$ cat src/rtl/muldiv_pkg.sv
// -----------------------------------------------------------------------------
// muldiv_pkg
// Shared definitions for the iterative multiply/divide unit:
//   XLEN      operand/result width (only 32 is supported)
//   ITER      number of radix-2 steps per operation
//   CNT_W     width of the iteration counter
//   op_e      funct3 operation encoding
//   state_e   control FSM states
// Small helpers decode operation class and operand signedness from op_e.
// -----------------------------------------------------------------------------
package muldiv_pkg;

   localparam int XLEN  = 32;
   localparam int ITER  = 32;
   localparam int CNT_W = 6;

   typedef enum logic [2:0] {
      OP_MUL    = 3'b000,
      OP_MULH   = 3'b001,
      OP_MULHSU = 3'b010,
      OP_MULHU  = 3'b011,
      OP_DIV    = 3'b100,
      OP_DIVU   = 3'b101,
      OP_REM    = 3'b110,
      OP_REMU   = 3'b111
   } op_e;

   typedef enum logic [1:0] {
      ST_IDLE = 2'b00,
      ST_CALC = 2'b01,
      ST_FIX  = 2'b10,
      ST_DONE = 2'b11
   } state_e;

   // Division class: DIV, DIVU, REM, REMU.
   function automatic logic is_div(input op_e op);
      return op[2];
   endfunction

   // Remainder class: REM, REMU.
   function automatic logic is_rem(input op_e op);
      return op[2] & op[1];
   endfunction

   // rs1 is treated as signed for MUL, MULH, MULHSU, DIV and REM.
   // MUL only returns the low half, which is identical either way.
   function automatic logic a_is_signed(input op_e op);
      return (op == OP_MUL) || (op == OP_MULH) || (op == OP_MULHSU) ||
             (op == OP_DIV) || (op == OP_REM);
   endfunction

   // rs2 is treated as signed for MUL, MULH, DIV and REM.
   function automatic logic b_is_signed(input op_e op);
      return (op == OP_MUL) || (op == OP_MULH) ||
             (op == OP_DIV) || (op == OP_REM);
   endfunction

endpackage : muldiv_pkg

$ cat src/rtl/muldiv_unit.sv
// -----------------------------------------------------------------------------
// muldiv_unit
// Iterative RV32M multiply/divide unit. One radix-2 step per cycle on a
// shared 64-bit accumulator, followed by a single sign-fix cycle.
//
// Ports
//   clk       single clock, rising edge
//   rst       synchronous active-high reset
//   start     request an operation (only looked at in IDLE)
//   funct3    operation select (see muldiv_pkg::op_e)
//   dataA     rs1 operand
//   dataB     rs2 operand
//   rd        destination register index
//   kill      abort the in-flight operation
//   busy      high from the cycle after acceptance until done, inclusive
//   done      single-cycle completion pulse
//   WB_out    result, qualified by done
//   addD      captured rd, qualified by done
//   RegWrite  done and captured rd is non-zero
//
// Handshake: an operation is accepted on a rising edge where the unit is
// IDLE, start=1 and kill=0. There is no backpressure on the result side:
// done is a one-cycle pulse and WB_out/addD must be consumed in that cycle.
// While busy=1 start is ignored (not queued).
//
// Timing: accepted at edge 0 -> CALC cycles 1..32 -> FIX cycle 33 ->
// DONE cycle 34. Divide-by-zero and signed overflow skip straight to DONE
// at cycle 1.
// -----------------------------------------------------------------------------
module muldiv_unit #(
   parameter int XLEN = 32
) (
   input  logic            clk,
   input  logic            rst,
   input  logic            start,
   input  logic [2:0]      funct3,
   input  logic [XLEN-1:0] dataA,
   input  logic [XLEN-1:0] dataB,
   input  logic [4:0]      rd,
   input  logic            kill,
   output logic            busy,
   output logic            done,
   output logic [XLEN-1:0] WB_out,
   output logic [4:0]      addD,
   output logic            RegWrite
);

   import muldiv_pkg::*;

   localparam logic [CNT_W-1:0] LAST_STEP = CNT_W'(ITER - 1);
   localparam logic [XLEN-1:0]  ALL_ONES  = {XLEN{1'b1}};
   localparam logic [XLEN-1:0]  MIN_NEG   = {1'b1, {(XLEN-1){1'b0}}};

   // ---------------------------------------------------------------------
   // State and datapath registers
   // ---------------------------------------------------------------------
   state_e              state;        // observable FSM state for checkers
   state_e              state_next;
   op_e                 op_q;
   logic [2*XLEN-1:0]   acc;          // {high, low} for mul, {rem, quot} for div
   logic [XLEN-1:0]     opb_q;        // magnitude of rs2
   logic [CNT_W-1:0]    cnt;
   logic                neg_q;        // result needs negation in FIX
   logic [4:0]          rd_q;

   // ---------------------------------------------------------------------
   // Input decode at acceptance
   // ---------------------------------------------------------------------
   op_e                 op_in;
   logic                accept;
   logic                sign_a;
   logic                sign_b;
   logic [XLEN-1:0]     mag_a;
   logic [XLEN-1:0]     mag_b;
   logic                neg_in;
   logic                div_zero;
   logic                div_ovf;
   logic                special;
   logic [XLEN-1:0]     special_res;

   always_comb begin
      op_in       = op_e'(funct3);
      accept      = (state == ST_IDLE) && start && !kill;
      sign_a      = a_is_signed(op_in) & dataA[XLEN-1];
      sign_b      = b_is_signed(op_in) & dataB[XLEN-1];
      // Two's-complement negation of MIN_NEG yields MIN_NEG, which read as
      // unsigned is exactly the required magnitude 2^(XLEN-1).
      mag_a       = sign_a ? (~dataA + 1'b1) : dataA;
      mag_b       = sign_b ? (~dataB + 1'b1) : dataB;

      // Remainder follows the dividend; everything else follows the XOR.
      if (is_rem(op_in)) begin
         neg_in = sign_a;
      end else begin
         neg_in = sign_a ^ sign_b;
      end

      div_zero    = is_div(op_in) && (dataB == '0);
      div_ovf     = ((op_in == OP_DIV) || (op_in == OP_REM)) &&
                    (dataA == MIN_NEG) && (dataB == ALL_ONES);
      special     = div_zero || div_ovf;

      special_res = '0;
      if (div_zero) begin
         special_res = is_rem(op_in) ? dataA : ALL_ONES;
      end else if (div_ovf) begin
         special_res = is_rem(op_in) ? '0 : MIN_NEG;
      end
   end

   // ---------------------------------------------------------------------
   // One radix-2 step on the shared accumulator
   // ---------------------------------------------------------------------
   logic [XLEN:0]       mul_sum;
   logic [XLEN:0]       div_top;
   logic [XLEN:0]       div_diff;
   logic                div_fit;
   logic [2*XLEN-1:0]   step_next;

   always_comb begin
      // Shift-add: conditionally add the multiplicand into the high half,
      // then shift the whole 65-bit {carry, acc} right by one.
      mul_sum  = {1'b0, acc[2*XLEN-1:XLEN]} + (acc[0] ? {1'b0, opb_q} : '0);

      // Restoring division: shift left by one and try to subtract the
      // divisor from the partial remainder. The partial remainder is always
      // below the divisor, so after the shift it fits in XLEN+1 bits.
      div_top  = acc[2*XLEN-1:XLEN-1];
      div_diff = div_top - {1'b0, opb_q};
      div_fit  = (div_top >= {1'b0, opb_q});

      if (is_div(op_q)) begin
         if (div_fit) begin
            step_next = {div_diff[XLEN-1:0], acc[XLEN-2:0], 1'b1};
         end else begin
            step_next = {acc[2*XLEN-2:0], 1'b0};
         end
      end else begin
         step_next = {mul_sum, acc[XLEN-1:1]};
      end
   end

   // ---------------------------------------------------------------------
   // Sign correction and high/low select
   // ---------------------------------------------------------------------
   logic [2*XLEN-1:0]   prod_fixed;
   logic [XLEN-1:0]     quot_mag;
   logic [XLEN-1:0]     rem_mag;
   logic [XLEN-1:0]     fix_res;

   always_comb begin
      prod_fixed = neg_q ? (~acc + 1'b1) : acc;
      quot_mag   = acc[XLEN-1:0];
      rem_mag    = acc[2*XLEN-1:XLEN];
      fix_res    = '0;
      unique case (op_q)
         OP_MUL:                       fix_res = prod_fixed[XLEN-1:0];
         OP_MULH, OP_MULHSU, OP_MULHU: fix_res = prod_fixed[2*XLEN-1:XLEN];
         OP_DIV, OP_DIVU:              fix_res = neg_q ? (~quot_mag + 1'b1) : quot_mag;
         OP_REM, OP_REMU:              fix_res = neg_q ? (~rem_mag + 1'b1) : rem_mag;
         default:                      fix_res = '0;
      endcase
   end

   // ---------------------------------------------------------------------
   // FSM: state register
   // ---------------------------------------------------------------------
   always_ff @(posedge clk) begin
      if (rst) begin
         state <= ST_IDLE;
      end else begin
         state <= state_next;
      end
   end

   // ---------------------------------------------------------------------
   // FSM: next-state logic
   // ---------------------------------------------------------------------
   always_comb begin
      state_next = state;
      if (kill) begin
         state_next = ST_IDLE;
      end else begin
         unique case (state)
            ST_IDLE: begin
               if (start) begin
                  state_next = special ? ST_DONE : ST_CALC;
               end
            end
            ST_CALC: begin
               if (cnt == LAST_STEP) begin
                  state_next = ST_FIX;
               end
            end
            ST_FIX:  state_next = ST_DONE;
            ST_DONE: state_next = ST_IDLE;
            default: state_next = ST_IDLE;
         endcase
      end
   end

   // ---------------------------------------------------------------------
   // FSM: outputs
   // ---------------------------------------------------------------------
   always_comb begin
      busy     = (state != ST_IDLE);
      // A flush arriving in the DONE cycle suppresses the completion pulse,
      // so a killed operation never writes back.
      done     = (state == ST_DONE) && !kill;
      RegWrite = done && (addD != 5'd0);
   end

   // ---------------------------------------------------------------------
   // Datapath registers
   // ---------------------------------------------------------------------
   always_ff @(posedge clk) begin
      if (rst) begin
         op_q   <= OP_MUL;
         acc    <= '0;
         opb_q  <= '0;
         cnt    <= '0;
         neg_q  <= 1'b0;
         rd_q   <= '0;
         WB_out <= '0;
         addD   <= '0;
      end else if (!kill) begin
         unique case (state)
            ST_IDLE: begin
               if (accept) begin
                  op_q  <= op_in;
                  opb_q <= mag_b;
                  neg_q <= neg_in;
                  rd_q  <= rd;
                  cnt   <= '0;
                  // Both mul and div start with |rs1| in the low half.
                  acc   <= {{XLEN{1'b0}}, mag_a};
                  if (special) begin
                     WB_out <= special_res;
                     addD   <= rd;
                  end
               end
            end
            ST_CALC: begin
               acc <= step_next;
               cnt <= cnt + 1'b1;
            end
            ST_FIX: begin
               WB_out <= fix_res;
               addD   <= rd_q;
            end
            ST_DONE: begin
               // Result registers hold until the next completion.
            end
            default: begin
            end
         endcase
      end
   end

endmodule : muldiv_unit
$ cat config.mk
export PLATFORM = sky130hd
export DESIGN_NAME = muldiv_unit
export DESIGN_NICKNAME = d
export VERILOG_FILES = /design/src/rtl/muldiv_pkg.sv /design/src/rtl/muldiv_unit.sv
export SDC_FILE = /design/constraint.sdc
export NUM_CORES = 1
export LEC_CHECK = 0
export BUFFER_PORTS_ARGS = -buffer_cell sky130_fd_sc_hd__buf_2
export CORE_UTILIZATION = 62
export CTS_CLUSTER_SIZE = 14
export DETAILED_ROUTE_END_ITERATION = 10
export PLACE_DENSITY = 0.86
export REMOVE_ABC_BUFFERS = 1
export SYNTH_ARGS = -nofsm -noshare
export SYNTH_HDL_FRONTEND = slang
export SYNTH_SLANG_ARGS = --single-unit
$ cat constraint.sdc
create_clock -name clk -period 3.51 [get_ports clk]
set_input_delay 0.702 -clock clk [delete_from_list [all_inputs] [get_ports clk]]
set_output_delay 0.702 -clock clk [all_outputs]
set_load 0.02 [all_outputs]
Word level (Yosys, flattened, before mapping)
Index checks and enable logic that the tools add are counted.
Storage, ports and cells
  RAM bits: 0
  logic and storage cells: 109
  flip-flop bits (word level): 150
  latch bits: 0
  input port bits: 76
  output and inout bits: 40
  memories: 0
  bits in read-only memories: 0
Operators by class
  order comparisons: 1
  $mul: 0
  shift operators: 0
  reduce and logical (&&, ||, !) cells: 32
  bitwise operators: 10
  divide/modulo/power cells: 0
  eq/ne operators: 21
  muxes and demuxes: 28
  $add $sub $neg: 8
Operators by type and width (count)
  $mux 32: 11
  $mux 64: 4
  $add 32x1->32 const B: 4
  $not 32->32: 4
  $pmux 32 s4: 1
  $pmux 64 s2: 1
  $add 64x1->64 const B: 1
  $eq 32x32->1 const B: 2
  $not 64->64: 1
  $pmux 32 s2: 1
  $add 32x32->33: 1
  $ge 33x32->1: 1
  $logic_not 32->1: 1
  $sub 32x32->32: 1
  $eq 3x3->1 const B: 6
  $pmux 6 s2: 1
  $mux 5: 2
  $pmux 5 s2: 1
  $eq 3x2->1 const B: 3
  $logic_or 1x1->1: 8
  $ne 2x2->1 const B: 4
  $pmux 2 s4: 1
  $logic_and 1x1->1: 7
  $add 6x1->6 const B: 1
  20 further kinds: 32

Longest topological paths before layout
  depth in word-level cells: 9
  depth in mapped cells: 15

Worst setup path before layout
OpenSTA, ideal clock, no wires.
  kind: register to register
  from: register acc[33]
  to: register acc[55]
  data arrival time: 3.029 ns
  library setup time: 0.122 ns
  clock period less this slack: 3.151 ns
  cell stages (with the launch flop): 12
  setup slack: 0.359 ns
  required time: 3.388 ns
  cell sequence: dfxtp_1 > ha_1 > o21ai_0 > a21oi_1 > o41ai_2 > o21a_1 > o21ai_1 > a211o_1 > a21oi_2 > nor2_4 > mux2_1 > a221o_1
Between the ends
  cells in the longest elaborated chain, start to end: 4
Ends and longest elaborated chain
  from (decl): line muldiv_unit.sv:60  | logic [2*XLEN-1:0] acc;
  from (signal assigned): line muldiv_unit.sv:236  | acc <= {{XLEN{1'b0}}, mag_a};
  from (signal assigned): line muldiv_unit.sv:244  | acc <= step_next;
  $sub 32x32->32 or $ge 33x32->1 (tied branches): line muldiv_unit.sv:129, muldiv_unit.sv:130
  $mux 64: line muldiv_unit.sv:133  | if (div_fit) begin
  $mux 64 (*): line muldiv_unit.sv:132  | if (is_div(op_q)) begin
  $pmux 64 s2 (*): line muldiv_unit.sv:227  | unique case (state)
Every way passes the cells marked *; elsewhere a longest branch is shown, timed or not.
A chain may end at the register's enable or synchronous reset.

Worst setup path after layout
  from: register opb_q[10]
  to: register acc[33]
Between the ends
  cells in the longest elaborated chain, start to end: 4
Ends and longest elaborated chain
  from (decl): line muldiv_unit.sv:61  | logic [XLEN-1:0] opb_q;
  from (signal assigned): line muldiv_unit.sv:231  | opb_q <= mag_b;
  $ge 33x32->1: line muldiv_unit.sv:130  | div_fit = (div_top >= {1'b0, opb_q});
  $mux 64: line muldiv_unit.sv:133
  $mux 64: line muldiv_unit.sv:132
  $pmux 64 s2: line muldiv_unit.sv:227
Every way passes these cells.

==> results.toml <==
[sta]
worst_slew_pin_slew_ps = 850
finalSetupViolCount = 0
rsz0062_at_grt = "false"
tns_ps = 0
fmax_mhz = 300
period_share_pct = 94.9
drv_slew = 0
hold_viol = 0
fin_crit_ps = 3330
fin_skew_ps = 13.7
relSlewSlack_pct = 43.3

[grt]
grt-ovfl-total = 0
track_usage_pct = 39.9
antenna_found_initial = 0
grt_pass1_vias = 14133
grt_pass1_wl_um = 74700
grt_max_degree = 73

[cells_and_area]
diodes = 0
fill_cells = 1790
drive_gt1_share_pct = 13.8
synthToLayoutAreaGrowth_pct = 12.4
ff_latch_area_sq_um = 3010
nNetsFinal = 2158
multiInputGateArea_sq_um = 10300

[power_and_ir_drop]
p_int_w = 0.00345
p_clk_share_pct = 37.5
irDropWorstVdd_uv = 299
power_density_nw_per_um2 = 341
p_sw_share_pct = 35.8
pwr-share-seq_pct = 35.0
power_w = 0.00537
power.leakage_nw = 6.46
p_comb_share_pct = 27.5
p_sw_w = 0.00192

[synth]
synth-main-ff-cell = "dfxtp_1"
synth_cells = 1924
yosysUniqueCellTypes = 80
syn_avg_cell_area_sq_um = 7.28
yosys-top-cells-area = "dfxtp_1 21%, ha_1 6.6%, a21oi_1 5.4%"
async_reset_ff_share_pct = 0
synth_edf_count = 0
synthesis.area_sq_um = 14000
synth_top_area_share_pct = 21.4
yosys.area.top_type = "dfxtp_1"
synth_seq_cells = 150
seq_area_frac_synth_pct = 21.4
yosys_warnings = 0

[die]
core_region_area_sq_um = 22000
die_y_um = 152
std_cell_rows = 54
die_w_um = 152
io_pins = 116
die_area_sq_um = 23200
start_util_pct = 63.8

[critical_path]
startpoint_type = "flop"
cp_common_cell = "a21o_1"
max_stage_delay_ps = 450
reg2reg_slack_ps = 180
crit_chain = "inv_1, ha_1, a21o_1, a21o_1, a211oi_1, o21a_2, o21ai_1, a211o_1, a21oi_2, nor2_4, buf_4, a21oi_1, o21ai_0"
crit_type = "reg2reg"
arrival_ps = 3620
path_max_fanout = 27
critPathCaptureType = "flop"
cp_slowest_cell = "dfxtp_1"
required_ps = 3800

[min_path]
hp-class = "reg2reg"

[drt]
drt-initial-drc-count = 2004
ant_nets = 0
dr_total_vias = 15560
wl_per_cell_um = 20.5
drt_pass1_iterations = 9
vias_per_cell = 6.77
drc_errors = 5
wl_um = 47200

[clock_network]
hold_buffers = 0
clockBufferDepth = 2
post_cts_resized = 0
clk_pin_slew_ps = 80
cts_tree = "yes"
htree_levels = 4
postCtsSetupRepairBufs = 0
clockRootBuffer = "clkbuf_16"
cts.sinks = 150
cts_buffers = 17
clk_latency_ps = 450

[placed_design]
routabilityCongestion = 0.974
portBuffers = 115
dp_hpwl_um = 35000

[outcome]
violations = "DRC"
status = "finished, violations left"

[job]
cap_violations = 0
[kinds of logic (layout without fill, tap and decap cells)]
kind of cell / Yosys count / in the layout / synth area share (%)
buffers and inverters: 198 / 293 / 5.49
AO/OA/AOI/OAI: 631 / 631 / 29.2
multiplexers: 63 / 63 / 4.51
flip-flops: 150 / 150 / 21.4
adder cells (fa/ha/maj): 76 / 76 / 6.90
XOR/XNOR: 155 / 155 / 9.69
AND/OR/NAND/NOR: 651 / 651 / 22.7
[placed cells by master, fill, tap and decap left out, types with 58 or more instances in the layout]
cell	instances
ha_1	73
xor2_1	78
nor2_1	199
nor3_1	58
inv_1	60
nand2_1	186
mux2i_1	62
dfxtp_1	148
xnor2_1	77
o21ai_0	145
a21oi_1	150
buf_4	83
a211oi_1	58
buf_2	114
[power groups by stage]
| stage | Clock [W] | Sequential (W) | Combinational (W) |
|---|---|---|---|
| after floorplan | 0 | 0.00190 | 0.000952 |
| after global placement | 0 | 0.00191 | 0.00138 |
| after detailed placement | 0 | 0.00191 | 0.00141 |
| after CTS | 0.00200 | 0.00187 | 0.00143 |
| after global routing | 0.00207 | 0.00188 | 0.00160 |
| final | 0.00202 | 0.00188 | 0.00147 |
[cells in the mapped netlist, types with 9 or more instances]
library cell and n:
a22oi_1 26, o21ai_0 146, and2_1 11, mux2i_1 62
dfxtp_1 150, ha_1 74, nand4_1 31, buf_1 9
o211ai_1 51, nor4_1 19, a211oi_1 59, nor3_1 59
inv_1 61, a311oi_1 20, a21o_1 42, xor2_1 78
nand2b_1 13, nand2_1 186, o21a_1 11, nand3_1 32
clkbuf_1 112, buf_2 15, a21oi_1 152, o31ai_1 25
o22ai_1 12, nand3b_1 10, or4_1 11, a211o_1 10
a31oi_1 16, nor2b_1 9, nor2_1 201, or3_1 22
xnor2_1 77
[flip-flops by register name, summed over array words and instances (netlist names)]
name / count
cnt: 6
opb_q: 32
neg_q: 1
WB_out: 32
addD: 5
op_q: 3
state: 2
acc: 64
rd_q: 5
[worst paths after layout]
| path | end | from | depth (start not counted) |
|---|---|---|---|
| setup / recovery | acc[33] | opb_q[10] | 13 |
| hold / removal | rd_q[2] | rd_q[2] | 2 |
| setup reg to reg | acc[33] | opb_q[10] | 13 |
| hold reg to reg | rd_q[2] | rd_q[2] | 2 |
[critical path: cells and delay by family, from the launching register on]
kind            cells  cell delay [ps]
compound gates      9             1930
fa+ha+maj           1              380
buf+inv             2              370
flops               1              450
simple gates        1               50
[metrics by stage]
step	worst slack [ps]	util [%]	area (sq um)	hold WS [ps]	instances
after floorplan	-4190	-	13500	430	1787
after global placement	66.8	68.8	15100	442	2267
after detailed placement	-46.2	68.8	15100	449	2267
after CTS	151	71.6	15700	459	2299
after global routing	2.53	71.7	15700	470	2299
final	179	71.7	15700	458	2299
[metal layers]
layer  track usage (%)  vias up  share of wire, %  wire (um)
met4              15.6        0               3.5       1650
met2              62.7      986                44      20800
li1                  -     7215                 -          -
met3              9.16      151                12       5750
met1              53.0     7208                40      19000
met5                 0        -                 0          0
[cell type report]
class | instances | share of cell area, %
tap | 280 | 2.22
clock inverter | 13 | 1.09
timing repair buffer | 200 | 7.96
multi-input combinational | 1576 | 65.3
clock buffer | 19 | 2.88
sequential | 150 | 19.1
inverter | 61 | 1.45
Note: power is estimated with default switching activity, not from simulation.
